**src/rtl/snake_mover.sv**
```systemverilog
// snake_mover: grid snake engine. Advances the snake one cell per game step,
// keeps the body in a segment shift register, and flags food, wall and self
// collisions. A combinational probe port lets the renderer ask whether a cell
// is occupied by the body.
module snake_mover #(
  parameter int unsigned GRID_W   = 8,
  parameter int unsigned GRID_H   = 8,
  parameter int unsigned MAX_LEN  = 16,
  parameter int unsigned STEP_DIV = 4
) (
  input  logic                         clk,
  input  logic                         rst_n,
  input  logic [1:0]                   direction,
  input  logic [$clog2(GRID_W)-1:0]    food_x,
  input  logic [$clog2(GRID_H)-1:0]    food_y,
  input  logic [$clog2(GRID_W)-1:0]    query_x,
  input  logic [$clog2(GRID_H)-1:0]    query_y,
  output logic                         query_hit,
  output logic [$clog2(GRID_W)-1:0]    head_x,
  output logic [$clog2(GRID_H)-1:0]    head_y,
  output logic [$clog2(MAX_LEN+1)-1:0] length,
  output logic                         ate,
  output logic                         game_over
);

  localparam int unsigned XW = $clog2(GRID_W);
  localparam int unsigned YW = $clog2(GRID_H);
  localparam int unsigned LW = $clog2(MAX_LEN + 1);
  localparam int unsigned CW = $clog2(STEP_DIV);

  // Direction codes
  localparam logic [1:0] DirUp    = 2'b00;
  localparam logic [1:0] DirDown  = 2'b01;
  localparam logic [1:0] DirLeft  = 2'b10;
  localparam logic [1:0] DirRight = 2'b11;

  // FSM states
  localparam logic [0:0] StRun  = 1'b0;
  localparam logic [0:0] StOver = 1'b1;

  // Input synchronizer
  logic [1:0] sync1_q, sync2_q;
  logic [1:0] dir_s;

  // Game state
  logic [0:0]    state_q, state_d;
  logic [CW-1:0] cnt_q, cnt_d;
  logic [1:0]    dir_q, dir_d;
  logic [LW-1:0] len_q, len_d;
  logic          ate_q, ate_d;

  // Segment storage, index 0 is the head
  logic [XW-1:0] seg_x_q [MAX_LEN];
  logic [YW-1:0] seg_y_q [MAX_LEN];
  logic [XW-1:0] seg_x_d [MAX_LEN];
  logic [YW-1:0] seg_y_d [MAX_LEN];

  // Step datapath
  logic          tick;
  logic [1:0]    next_dir;
  logic [XW-1:0] cand_x;
  logic [YW-1:0] cand_y;
  logic          wall_hit;
  logic          eat;
  logic [LW-1:0] chk_len;
  logic          self_hit;
  logic          shift_en;

  // Two-flop synchronizer for the asynchronous direction code
  always_ff @(posedge clk) begin
    if (!rst_n) begin
      sync1_q <= 2'b11;
      sync2_q <= 2'b11;
    end else begin
      sync1_q <= direction;
      sync2_q <= sync1_q;
    end
  end

  assign dir_s = sync2_q;

  // Game step strobe: last count of the divider while running
  assign tick = (state_q == StRun) && (cnt_q == CW'(STEP_DIV - 1));

  // Pick the new heading; a direct reversal would fold the snake onto itself
  always_comb begin
    next_dir = dir_s;
    if (dir_s == {dir_q[1], ~dir_q[0]}) begin
      next_dir = dir_q;
    end
  end

  // Candidate head and wall detection; no wrap-around, so edge moves are fatal
  always_comb begin
    cand_x   = seg_x_q[0];
    cand_y   = seg_y_q[0];
    wall_hit = 1'b0;
    unique case (next_dir)
      DirUp: begin
        wall_hit = (seg_y_q[0] == '0);
        cand_y   = seg_y_q[0] - YW'(1);
      end
      DirDown: begin
        wall_hit = (seg_y_q[0] == YW'(GRID_H - 1));
        cand_y   = seg_y_q[0] + YW'(1);
      end
      DirLeft: begin
        wall_hit = (seg_x_q[0] == '0);
        cand_x   = seg_x_q[0] - XW'(1);
      end
      DirRight: begin
        wall_hit = (seg_x_q[0] == XW'(GRID_W - 1));
        cand_x   = seg_x_q[0] + XW'(1);
      end
      default: begin
        wall_hit = 1'b0;
      end
    endcase
  end

  // Food detection at the candidate cell
  assign eat = (cand_x == food_x) && (cand_y == food_y);

  // Self collision; the tail cell is free unless the snake grows this step
  always_comb begin
    chk_len  = eat ? len_q : (len_q - LW'(1));
    self_hit = 1'b0;
    for (int i = 0; i < int'(MAX_LEN); i++) begin
      if ((LW'(i) < chk_len) && (seg_x_q[i] == cand_x) && (seg_y_q[i] == cand_y)) begin
        self_hit = 1'b1;
      end
    end
  end

  // Control next-state: divider, FSM, heading, length and eat pulse
  always_comb begin
    state_d  = state_q;
    cnt_d    = cnt_q;
    dir_d    = dir_q;
    len_d    = len_q;
    ate_d    = 1'b0;
    shift_en = 1'b0;
    if (state_q == StRun) begin
      cnt_d = tick ? '0 : (cnt_q + CW'(1));
      if (tick) begin
        if (wall_hit || self_hit) begin
          // Freeze the body exactly as it was before the fatal move
          state_d = StOver;
        end else begin
          shift_en = 1'b1;
          dir_d    = next_dir;
          ate_d    = eat;
          if (eat && (len_q != LW'(MAX_LEN))) begin
            len_d = len_q + LW'(1);
          end
        end
      end
    end
  end

  // Segment shift: every segment follows the one ahead, head takes the candidate
  always_comb begin
    for (int i = 0; i < int'(MAX_LEN); i++) begin
      seg_x_d[i] = seg_x_q[i];
      seg_y_d[i] = seg_y_q[i];
    end
    if (shift_en) begin
      seg_x_d[0] = cand_x;
      seg_y_d[0] = cand_y;
      for (int i = 1; i < int'(MAX_LEN); i++) begin
        seg_x_d[i] = seg_x_q[i-1];
        seg_y_d[i] = seg_y_q[i-1];
      end
    end
  end

  // Control state registers
  always_ff @(posedge clk) begin
    if (!rst_n) begin
      state_q <= StRun;
      cnt_q   <= '0;
      dir_q   <= DirRight;
      len_q   <= LW'(3);
      ate_q   <= 1'b0;
    end else begin
      state_q <= state_d;
      cnt_q   <= cnt_d;
      dir_q   <= dir_d;
      len_q   <= len_d;
      ate_q   <= ate_d;
    end
  end

  // Segment registers; reset lays a 3-long snake left of centre, heading right
  always_ff @(posedge clk) begin
    if (!rst_n) begin
      for (int i = 0; i < int'(MAX_LEN); i++) begin
        seg_x_q[i] <= (i < 3) ? XW'(int'(GRID_W / 2) - i) : '0;
        seg_y_q[i] <= (i < 3) ? YW'(GRID_H / 2) : '0;
      end
    end else begin
      for (int i = 0; i < int'(MAX_LEN); i++) begin
        seg_x_q[i] <= seg_x_d[i];
        seg_y_q[i] <= seg_y_d[i];
      end
    end
  end

  // Renderer probe: only live segments (index < length) can match
  always_comb begin
    query_hit = 1'b0;
    for (int i = 0; i < int'(MAX_LEN); i++) begin
      if ((LW'(i) < len_q) && (seg_x_q[i] == query_x) && (seg_y_q[i] == query_y)) begin
        query_hit = 1'b1;
      end
    end
  end

  assign head_x    = seg_x_q[0];
  assign head_y    = seg_y_q[0];
  assign length    = len_q;
  assign ate       = ate_q;
  assign game_over = (state_q == StOver);

endmodule

```
**config.mk**
```make
export PLATFORM = sky130hd
export DESIGN_NAME = snake_mover
export DESIGN_NICKNAME = d
export VERILOG_FILES = /design/src/rtl/snake_mover.sv
export SDC_FILE = /design/constraint.sdc
export NUM_CORES = 1
export LEC_CHECK = 0
export ABC_CLOCK_PERIOD_IN_PS = 11800
export CAP_MARGIN = 0
export CORE_MARGIN = 3
export CORE_UTILIZATION = 35
export CTS_CLUSTER_SIZE = 24
export DETAILED_ROUTE_END_ITERATION = 10
export SLEW_MARGIN = 20
export SYNTH_ARGS = -nofsm -noshare
export SYNTH_HDL_FRONTEND = slang
export SYNTH_SLANG_ARGS = --single-unit
```
**constraint.sdc**
```tcl
create_clock -name clk -period 11.8 [get_ports clk]
set_input_delay 1.77 -clock clk [delete_from_list [all_inputs] [get_ports clk]]
set_output_delay 1.77 -clock clk [all_outputs]
set_load 0.05 [all_outputs]
```
; ---- Word-level counts from Yosys, hierarchy flattened
; Memories as Yosys holds them, arrays and structs flattened.
; Cells that the tools add are included.
[classes]
add_sub_neg = 7
n_mul = 0
div_mod_pow = 0
order_cmp = 32
eq_ne = 74
shifts = 0
muxes = 80
bitwise_logic = 37
n_reduce_logical = 74
[ops]
columns = operator, count
row1 = $eq 3x3->1, 66
row2 = $mux 3, 32
row3 = $mux 48, 2
row4 = $lt 4x5->1 const A, 16
row5 = $logic_and 1x1->1, 67
row6 = $lt 3x5->1 const A, 8
row7 = $mux 1, 40
row8 = $or 1x1->1, 32
row9 = $lt 1x5->1 const A, 4
row10 = $lt 2x5->1 const A, 4
row11 = $pmux 3 s2, 2
row12 = $add 3x1->3 const B, 2
row13 = $eq 2x2->1 const B, 3
row14 = $eq 3x3->1 const B, 2
row15 = $logic_not 3->1, 2
row16 = $sub 3x1->3 const B, 2
row17 = $add 5x1->5 const B, 1
row18 = $mux 5, 1
row19 = $ne 5x5->1 const B, 1
row20 = $not 1->1, 5
row21 = $sub 5x1->5 const B, 1
row22 = $mux 2, 2
row23 = $pmux 1 s4, 1
row24 = $reduce_and 4->1, 1
row25 = other kinds (7), 7
[word_totals]
register_bits = 15
latch_bits = 0
ram_bits = 96
rom_bits = 0
input_bits = 16
output_inout_bits = 14
elab_cells = 313
n_memories = 2
[memory_table]
columns = name, words, width, read_ports, rd_clocked_by_memory_dff, wr, line_no
row1 = seg_x_q, 16, 3, 16, 0, 16, 53  ; logic [XW-1:0] seg_x_q [MAX_LEN];
row2 = seg_y_q, 16, 3, 16, 0, 16, 54  ; logic [YW-1:0] seg_y_q [MAX_LEN];

; ---- Depth between registers and ports, before layout
[logic_depth]
ltp_word = 33
ltp_mapped = 22
ltp_nobuf = 13

; ---- Least setup slack after synthesis
; Ideal clock, no wire load.
[synth_timing]
path_kind = input port to output port
from = input port query_x[0]
to = output port query_hit
arrival_time_ns = 3.903
t_required_ns = 10.030
path_slack_ns = 6.127
stages = 7
n_path_buf = 2
path_cell_list = clkbuf_1 > clkbuf_1 > xnor2_1 > o21ai_0 > nor3_1 > a41oi_1 > o2111ai_1
[synth_between]
elab_chain_cells = 19
elab_cells_between_ends = 64
classes_between = eq/ne (16) / mux (16) / reduce/logical (32)
[synth_rtl]
columns = element, line_no
row1 = start: declaration, 16  ; input logic [$clog2(GRID_W)-1:0] query_x,
row2 = $eq 3x3->1, 213  ; if ((LW'(i) < len_q) && (seg_x_q[i] == query_x) && (seg_y_q[i] == query_y)) begin
row3 = $logic_and 1x1->1 (2 in series), 213
row4 = $mux 1 (15 in series), 213
row5 = $mux 1 *, 213
row6 = end: declaration, 18  ; output logic query_hit,
; Every way passes the cells marked *; elsewhere a longest branch is shown, timed or not.

; ---- Final worst setup path
[layout_timing]
from = input port query_x[2]
to = output port query_hit
; The elaborated chain is that of the path after synthesis.

==> flow_metrics.py <==
metrics = {
    "grt": {
        "grt_pass1_wl_um": 36500,
        "grt_overflow": 0,
        "grt_pass1_vias": 6466,
        "track_usage": 0.187,
        "grt_start_max_net_pins": 87,
        "antenna_found_initial": 1,
    },
    "sta": {
        "min_period_ns": 6.73,
        "setup_violations": 0,
        "worst_pin_slew_ns": 0.976,
        "fmax_ghz": 0.148,
        "skew_ns": 0.0131,
        "hold_viol": 0,
        "fin_ws_ns": 5.07,
        "tns_ns": 0,
        "period_share": 0.571,
        "relSlewSlack": 0.347,
        "drv_slew": 0,
        "rsz0062_at_grt": "false",
    },
    "min_path": {
        "worstHoldEndpoint": "dir_s[1]$_SDFF_PN1_",
        "hold_start": "sync1_q[1]$_SDFF_PN1_",
        "hold_depth": 1,
        "hold_class": "reg2reg",
    },
    "drt": {
        "vias": 6881,
        "routed_via_density": 5.54,
        "ant_nets": 0,
        "initialDrtViolationCount": 661,
        "post_drt_wl_per_cell_um": 18.1,
        "dr.pass1.iters": 6,
        "wirelength_um": 22500,
        "route.detailed.drc": 0,
    },
    "worst_setup_path": {
        "start_kind": "input pin",
        "cp.required_ns": 10.03,
        "critPathKind": "in2out",
        "reg2reg_to": "seg_x_q[1][1]$_SDFFE_PN0P_",
        "path_max_fanout": 16,
        "r2r_start": "dir_s[1]$_SDFF_PN1_",
        "r2r_slack_ns": 5.47,
        "ff2ff_path_depth": 15,
        "cp-end-kind": "output pin",
        "arrival_ns": 4.96,
    },
    "synth": {
        "synthTopCellsByArea": "dfxtp_1 (28%), xnor2_1 (12%), xor2_1 (8.3%), nand3_1 (6.7%), o21ai_0 (6.4%)",
        "yosys_warnings": 0,
        "synth_edf_count": 0,
        "synth_fp_nets": 1021,
        "synth-main-ff-cell": "dfxtp_1",
        "netlist_area_um2": 8020,
        "syn_inst": 998,
        "ys_async_sr_fraction": 0,
        "ys_ff_latch": 111,
        "synth_top_area_cell": "dfxtp_1",
        "seq_area_frac_synth": 0.277,
        "avgSynthCellArea_um2": 8.04,
        "synth_top_area_frac": 0.277,
        "synth_cell_types": 79,
    },
    "finish": {
        "area_growth_pct": 7.36,
        "fin_nets": 980,
        "diodes": 0,
        "seq_area_um2": 2220,
        "multi_input_area_um2": 5270,
        "fill_cells": 2271,
        "drive_gt1_frac": 0.0676,
    },
    "floorplan": {
        "die_area_um2": 24800,
        "initial_core_util": 0.362,
        "dieWidth_um": 157,
        "rows": 54,
        "ios": 30,
        "fp.dieH_um": 157,
        "core_region_area_um2": 22200,
    },
    "clocking": {
        "cts_buffer_depth": 2,
        "cts_buffers": 9,
        "h-tree-depth": 3,
        "clkSinkCount": 111,
        "cts_setup_buffers": 0,
        "cts_hold_buf": 0,
        "post_cts_resized": 0,
        "clk_latency_ns": 0.37,
        "clk_pin_slew_worst_paths_ns": 0.07,
        "tritoncts": "yes",
        "cts-root-buf": "clkbuf_16",
    },
    "job": {
        "maxCapViolations": 0,
    },
    "pwr": {
        "p_int_w": 0.000597,
        "p_per_area_nw_per_um2": 97.1,
        "switching_power_w": 0.000240,
        "seq_power_share": 0.458,
        "ir_worst_vdd_mv": 0.0469,
        "swShare": 0.287,
        "leakage_nw": 2.95,
        "combPwrFrac": 0.153,
        "p_clk_frac": 0.388,
    },
    "placed_design": {
        "dp_hpwl_um": 15900,
        "portBuffers": 29,
        "dp_slack_ns": 5.09,
        "routabilityCongestion": 0.934,
    },
    "status": {
        "status": "finished, final reports clean",
    },
}
cell families (layout without fill, tap and decap cells):
group	count (synthesis)	in the layout	synth area share
AOI/OAI and AO/OA	194	194	0.155
xor gates and xnor gates	198	198	0.231
adders and majority gates	7	7	0.0128
buffers and inverters	112	76	0.0660
DFF	111	111	0.277
muxes	17	17	0.0299
and+or+nand+nor	359	359	0.228
cell usage after synthesis, types with 14 or more instances:
cell type	number
nand3_1	107
inv_1	15
nor3_1	24
xnor2_1	113
o21ai_0	103
nand4_1	18
nand2_1	106
xor2_1	76
nor2_1	27
clkbuf_1	48
dfxtp_1	111
a21oi_1	20
buf_1	15
nor4_1	14
buf_2	18
area by class of cell:
class,count,area share
multi-input cells,775,0.612
flip-flops and latches,111,0.258
clock inverters,6,0.00770
repair buffers,44,0.0469
clock buffers,10,0.0277
inverters,16,0.00697
well taps,280,0.0407
cell usage in the layout (no fill, tap or decap), types with 9 or more instances in the layout:
| master | netlist | routed |
|---|---|---|
| xnor2_1 | 113 | 113 |
| dfxtp_1 | 111 | 111 |
| nand3_1 | 107 | 107 |
| nand2_1 | 106 | 106 |
| o21ai_0 | 103 | 103 |
| xor2_1 | 76 | 76 |
| clkdlybuf4s50_1 | 0 | 28 |
| nor2_1 | 27 | 27 |
| nor3_1 | 24 | 24 |
| a21oi_1 | 20 | 20 |
| nand4_1 | 18 | 18 |
| inv_1 | 15 | 15 |
| buf_4 | 7 | 15 |
| nor4_1 | 14 | 14 |
| or3_1 | 13 | 13 |
| and3_1 | 12 | 12 |
| nand2b_1 | 11 | 11 |
| clkbuf_16 | 0 | 9 |
worst max path at each step:
stage	start	to	slack [ns]	depth (start not counted)
after global routing	query_x[2]	query_hit	4.87	8
after floorplan	query_x[0]	query_hit	6.13	7
after CTS	query_x[2]	query_hit	5.08	8
after global placement	query_x[2]	query_hit	5.10	8
final	query_x[2]	query_hit	5.07	8
after detailed placement	query_x[2]	query_hit	5.09	8
critical path: stages:
cell and delay (ns):
clkdlybuf4s50_1 1.11, xnor2_1 0.14, nand4_1 0.13, nor4_1 0.07, or4_1 0.54, nor3_1 0.23
o2111ai_1 0.22, clkdlybuf4s50_1 0.76
per-stage QoR:
step / instance area (um^2) / cells / total power (W) / util / hold WS [ns]
2_1_floorplan: 8020 / 998 / 0.000493 / - / 0.386
4_1_cts: 8610 / 1242 / 0.000842 / 0.389 / 0.411
3_3_place_gp: 8310 / 1226 / 0.000518 / 0.375 / 0.388
3_5_place_dp: 8310 / 1226 / 0.000520 / 0.375 / 0.394
6_report: 8610 / 1242 / 0.000837 / 0.389 / 0.408
5_1_grt: 8610 / 1242 / 0.000869 / 0.389 / 0.429
registers in the layout, summed over array words and instances, names as in the netlist:
| register | flops |
|---|---|
| seg_y_q | 48 |
| dir_q | 2 |
| seg_x_q | 48 |
| length | 5 |
| dir_s | 2 |
| game_over | 1 |
| cnt_q | 2 |
| sync1_q | 2 |
| ate | 1 |
power groups by stage:
stage	sequential (W)	combinational, W	clock [W]
global route	0.000384	0.000141	0.000344
global placement	0.000392	0.000126	0
detailed placement	0.000392	0.000128	0
CTS	0.000384	0.000128	0.000330
finish	0.000384	0.000128	0.000325
floorplan	0.000391	0.000102	0
metal layers:
layer / share of wire / routed length, um / GRT usage / up-vias
li1: - / - / - / 3419
met1: 0.47 / 10600 / 0.257 / 3220
met2: 0.45 / 10100 / 0.295 / 197
met3: 0.055 / 1250 / 0.0366 / 43
met4: 0.024 / 551 / 0.0645 / 2
met5: 0.00058 / 13 / 0 / -
No activity file was read; power rests on OpenSTA's default activity.
